## src/rtl/tdm_pkg.sv

```systemverilog
// tdm_pkg: shared definitions for the 4-channel TDM link (demux and the
// matching transmitter).
//   NCH          number of time slots per frame
//   slot_t       2-bit slot index
//   tdm_state_t  receiver frame-alignment state
//   next_slot()  modulo-NCH slot increment
package tdm_pkg;

  localparam int NCH = 4;

  typedef logic [1:0] slot_t;

  // Legacy-compatible state encodings, also available as an enum type.
  localparam logic [0:0] ST_HUNT   = 1'b0;
  localparam logic [0:0] ST_LOCKED = 1'b1;

  typedef enum logic [0:0] {
    HUNT   = ST_HUNT,
    LOCKED = ST_LOCKED
  } tdm_state_t;

  // Slot 3 wraps to 0; the 2-bit index makes the modulo implicit.
  function automatic slot_t next_slot(input slot_t s);
    return slot_t'(s + 2'd1);
  endfunction

endpackage

```

## src/rtl/tdm_demux41.sv

```systemverilog
// tdm_demux41: receive end of a 4-channel TDM link.
// One WIDTH-bit sample is taken from din in every cycle with en=1. fsync marks
// slot 0; the first fsync seen in HUNT aligns the frame. Slots 0..2 are kept
// in holding registers and the slot-3 sample commits the whole frame to
// ch0..ch3 at once, so the outputs never show a partial frame.
//
// Handshake: there is no backpressure. en is a one-cycle strobe qualifying
// din/fsync; a sample is consumed at every rising edge where en=1 and the
// receiver is not in reset. With en=0 nothing changes and fsync is ignored.
//
// Ports:
//   clk          rising-edge clock
//   rst          synchronous active-high reset (highest priority)
//   din          TDM sample line
//   en           sample strobe
//   fsync        frame sync, marks the slot-0 sample of the same cycle
//   ch0..ch3     channel values of the last complete frame
//   frame_valid  one-cycle pulse, ch0..ch3 were updated
//   slot         slot index the next accepted sample will occupy
//   locked       1 while the receiver is frame-aligned (FSM state)
//   sync_err     one-cycle pulse, fsync arrived mid-frame (resync done)
module tdm_demux41
  import tdm_pkg::*;
#(
  parameter int WIDTH = 1
) (
  input  logic             clk,
  input  logic             rst,
  input  logic [WIDTH-1:0] din,
  input  logic             en,
  input  logic             fsync,
  output logic [WIDTH-1:0] ch0,
  output logic [WIDTH-1:0] ch1,
  output logic [WIDTH-1:0] ch2,
  output logic [WIDTH-1:0] ch3,
  output logic             frame_valid,
  output logic [1:0]       slot,
  output logic             locked,
  output logic             sync_err
);

  tdm_state_t       state;
  slot_t            slot_q;
  logic [WIDTH-1:0] hold0;
  logic [WIDTH-1:0] hold1;
  logic [WIDTH-1:0] hold2;

  always_ff @(posedge clk) begin
    if (rst) begin
      state       <= HUNT;
      slot_q      <= '0;
      hold0       <= '0;
      hold1       <= '0;
      hold2       <= '0;
      ch0         <= '0;
      ch1         <= '0;
      ch2         <= '0;
      ch3         <= '0;
      frame_valid <= 1'b0;
      sync_err    <= 1'b0;
    end else begin
      // Both flags are single-cycle pulses.
      frame_valid <= 1'b0;
      sync_err    <= 1'b0;
      if (en) begin
        if (state == HUNT) begin
          // Samples before the first fsync cannot be placed; drop them.
          if (fsync) begin
            hold0  <= din;
            slot_q <= 2'd1;
            state  <= LOCKED;
          end
        end else if (fsync && (slot_q != 2'd0)) begin
          // Resync: abandon the partial frame and restart at slot 0 with this
          // sample. Stale hold1/hold2 are overwritten before the next commit.
          hold0    <= din;
          slot_q   <= 2'd1;
          sync_err <= 1'b1;
        end else begin
          // Aligned sample (fsync optional at slot 0: a missing marker does
          // not drop lock).
          unique case (slot_q)
            2'd0: hold0 <= din;
            2'd1: hold1 <= din;
            2'd2: hold2 <= din;
            2'd3: begin
              ch0         <= hold0;
              ch1         <= hold1;
              ch2         <= hold2;
              ch3         <= din;
              frame_valid <= 1'b1;
            end
            default: ;
          endcase
          slot_q <= next_slot(slot_q);
        end
      end
    end
  end

  assign slot   = slot_q;
  assign locked = (state == LOCKED);

endmodule

```

## config.mk

```make
export PLATFORM = sky130hd
export DESIGN_NAME = tdm_demux41
export DESIGN_NICKNAME = d
export VERILOG_FILES = /design/src/rtl/tdm_pkg.sv /design/src/rtl/tdm_demux41.sv
export SDC_FILE = /design/constraint.sdc
export NUM_CORES = 1
export LEC_CHECK = 0
export ABC_CLOCK_PERIOD_IN_PS = 1300
export CORE_UTILIZATION = 38
export DETAILED_ROUTE_END_ITERATION = 6
export DONT_BUFFER_PORTS = 1
export PLACE_DENSITY = 0.63
export SYNTH_ARGS = -nofsm -noshare
export SYNTH_HDL_FRONTEND = slang
export SYNTH_SLANG_ARGS = --single-unit
```

## constraint.sdc

```tcl
create_clock -name clk -period 1.3 [get_ports clk]
set_input_delay 0.195 -clock clk [delete_from_list [all_inputs] [get_ports clk]]
set_output_delay 0.195 -clock clk [all_outputs]
set_load 0.02 [all_outputs]
```

==> summary.md <==
| Metric | Value |
|---|---|
| Seq pwr share | 55.4% |
| Pleak | 0.000276 uW |
| Area grow syn2layout | 14.2% |
| RSZ-0062 raised after global routing | false |
| R2r setup slk | 0.09 ns |
| Yosys warning count | 0 |
| Largest net degree at the start of global routing | 10 |
| Reg2reg path depth | 5 |
| Die width | 40.0 um |
| Final non-filler cell total | 72 |
| H-tree lvl count | 1 |
| Yosys reg bits | 12 |
| Antenna cells | 0 |
| Post-CTS setup buffers | 0 |
| Starting Density | 41.6% |
| Worst reg2reg endpoint | slot[0] |
| Post-synthesis sequential area ratio | 43.8% |
| Final instance area | 626 sq um |
| # placed instances | 67 |
| Pwr dens | 1090 nW/um^2 |
| Hold_ws | 0.0850 ns |
| Remaining DRCs | 0 |
| Critical path arrival | 1.40 ns |
| Highest Clock Rate | 0.829 GHz |
| Gate power share | 9.7% |
| Power, Total | 684 uW |
| CTS root buffer | clkbuf_4 |
| CTS Sinks | 12 |
| RR Startpoint | slot[0] |
| Die area | 1600 sq um |
| Internal cell power | 525 uW |
| Site row count | 13 |
| CTS buffer count | 3 |
| Final setup violation count | 0 |
| Synth top area cells | dfxtp_1, mux2i_1, nand2b_1 |
| Top FF cell, synth | dfxtp_1 |
| GPL Wtd Cong | 0.739 |
| Share of cells above drive strength 1 | 24.6% |
| Routed len/inst | 12.4 um |
| Peak VDD IR | 0.811 mV |
| WS Path Type | reg2reg |
| Slew Viols, Final | 0 |
| Layout Nets | 67 |
| Worst-path maximum fanout | 6 |
| CTS clk-pin slew, worst paths | 0.08 ns |
| Final Cycle Share | 92.8% |
| GRT Total Usage | 15.7% |
| I/O pin cnt | 14 |
| Total gr overflow | 0 |
| Worst Path Required | 1.50 ns |
| Least-Margin Pin Slew | 0.332 ns |
| Max_cap viols | 0 |
| Top cell type's share of synthesized area | 43.8% |
| Switch Pwr | 159 uW |
| HPWL after DPL | 630 um |
| Switching share of total power | 23.3% |
| Max reg flops | 2 |
| Leading area contributor after synthesis | dfxtp_1 |
| Hold EP | locked |
| WL final | 891 um |
| Area after DPL | 587 sq um |
| Average size of a mapped cell | 10.7 sq um |
| Period minus WS final | 1.21 ns |
| CTS Buffer Depth | 2 |
| Status | completed |
| Vias per std cell | 4.81 |
| TNS Setup | 0 ns |
| EDFF count, synth | 0 |
| CTS tree | done |
| Hold Startpoint | en |
| Core Box Area | 1320 sq um |
| Max Clock Skew | 0.0142 ns |
| Hold Crit Depth | 2 |
| Vias in the first global route | 350 |
| Cells after synthesis | 51 |
| Max_slew headroom | 77.6% |
| Distinct cell type count after synthesis | 18 |
| Initial DRC count | 3 |
| ANT nets after route | 0 |
| FFs w/ async S/R, synth | 0% |
| Hold crit path type | in2reg |
| Vias | 346 |
| Startpoint types | register |
| Mapped Nets | 60 |
| Initial antenna violation count | 0 |
| First-pass GRT wire length | 1.51 mm |
| Area of the mapped netlist | 548 sq um |
| Clk pwr share | 34.9% |
| Number of buffers added on ports | 0 |
| Crit end category | register |
| DRT Pass-1 Iters | 2 |
| Clk_lat worst skew | 0.27 ns |
| Final hold viol count | 0 |
| Chip height | 40.0 um |
[layout by cell type (no fill, tap or decap), types with 2 or more instances in the layout]
master,instances
buf_4,3
a21oi_1,2
nand3_1,2
mux2i_1,7
nand2b_1,8
clkbuf_4,3
ha_1,3
inv_1,2
dfxtp_1,10
nor2_1,3
[stage by stage]
stage	worst slack, ns	utilization, %
after floorplan	0.0484	-
after global placement	0.0978	44.5
after detailed placement	0.0759	44.5
after CTS	0.0529	47.3
after global routing	0.0302	47.5
final	0.0930	47.5
[metal layers]
layer | wire (um) | share of wire [%] | GRT usage (%) | up-vias
met5 | 0 | 0 | 0 | -
met4 | 12 | 1.3 | 7.76 | 0
met3 | 57 | 6.4 | 10.0 | 2
met2 | 383 | 43 | 23.4 | 10
met1 | 438 | 49 | 17.1 | 151
li1 | - | - | - | 183
[cell type report]
class	instances	area, sq um
repair buffers	4	32.5
multi-input cells	35	295
inverters	2	7.51
well taps	15	18.8
fillers	129	692
flip-flops and latches	12	245
clock buffers	4	26.3
[cell usage after synthesis, drive strengths merged, types with 2 or more instances]
library cell / count
mux2i: 7
a21oi: 2
nor2: 3
ha: 4
nand2b: 9
dfxtp: 12
inv: 2
nand3: 3
[worst max-delay path by stage]
stage | from | end
after floorplan | slot[0] | slot[0]
final | slot[0] | slot[0]
after global routing | slot[0] | slot[0]
after global placement | slot[0] | slot[0]
after CTS | slot[0] | slot[0]
after detailed placement | slot[0] | slot[0]
[worst max-delay path: stages, from the launching register on]
cell and delay, ns:
dfxtp_4 0.35, inv_1 0.07, ha_2 0.19, nand2b_4 0.17
and3_4 0.18, a211oi_2 0.18
[what timing repair did]
action,in CTS,in global routing
hold endpoints to repair,5,0
endpoints found under the setup margin,0,1
hold buffers,1,0
resized for setup,0,1
[power by group through the flow]
stage / Combinational (uW) / Sequential, uW / Clock (uW)
6_report: 66.0 / 379 / 239
5_1_grt: 74.2 / 380 / 269
4_1_cts: 66.4 / 379 / 252
3_5_place_dp: 61.6 / 388 / 0
3_3_place_gp: 60.6 / 387 / 0
2_1_floorplan: 43.8 / 396 / 0
[logic make-up after synthesis]
kind of cell	synth area share, %
buf+inv	4.11
flops	43.8
compound gates	6.62
mux	12.8
fa+ha+maj	9.13
simple gates	23.5
No activity file was read; power rests on OpenSTA's default activity.
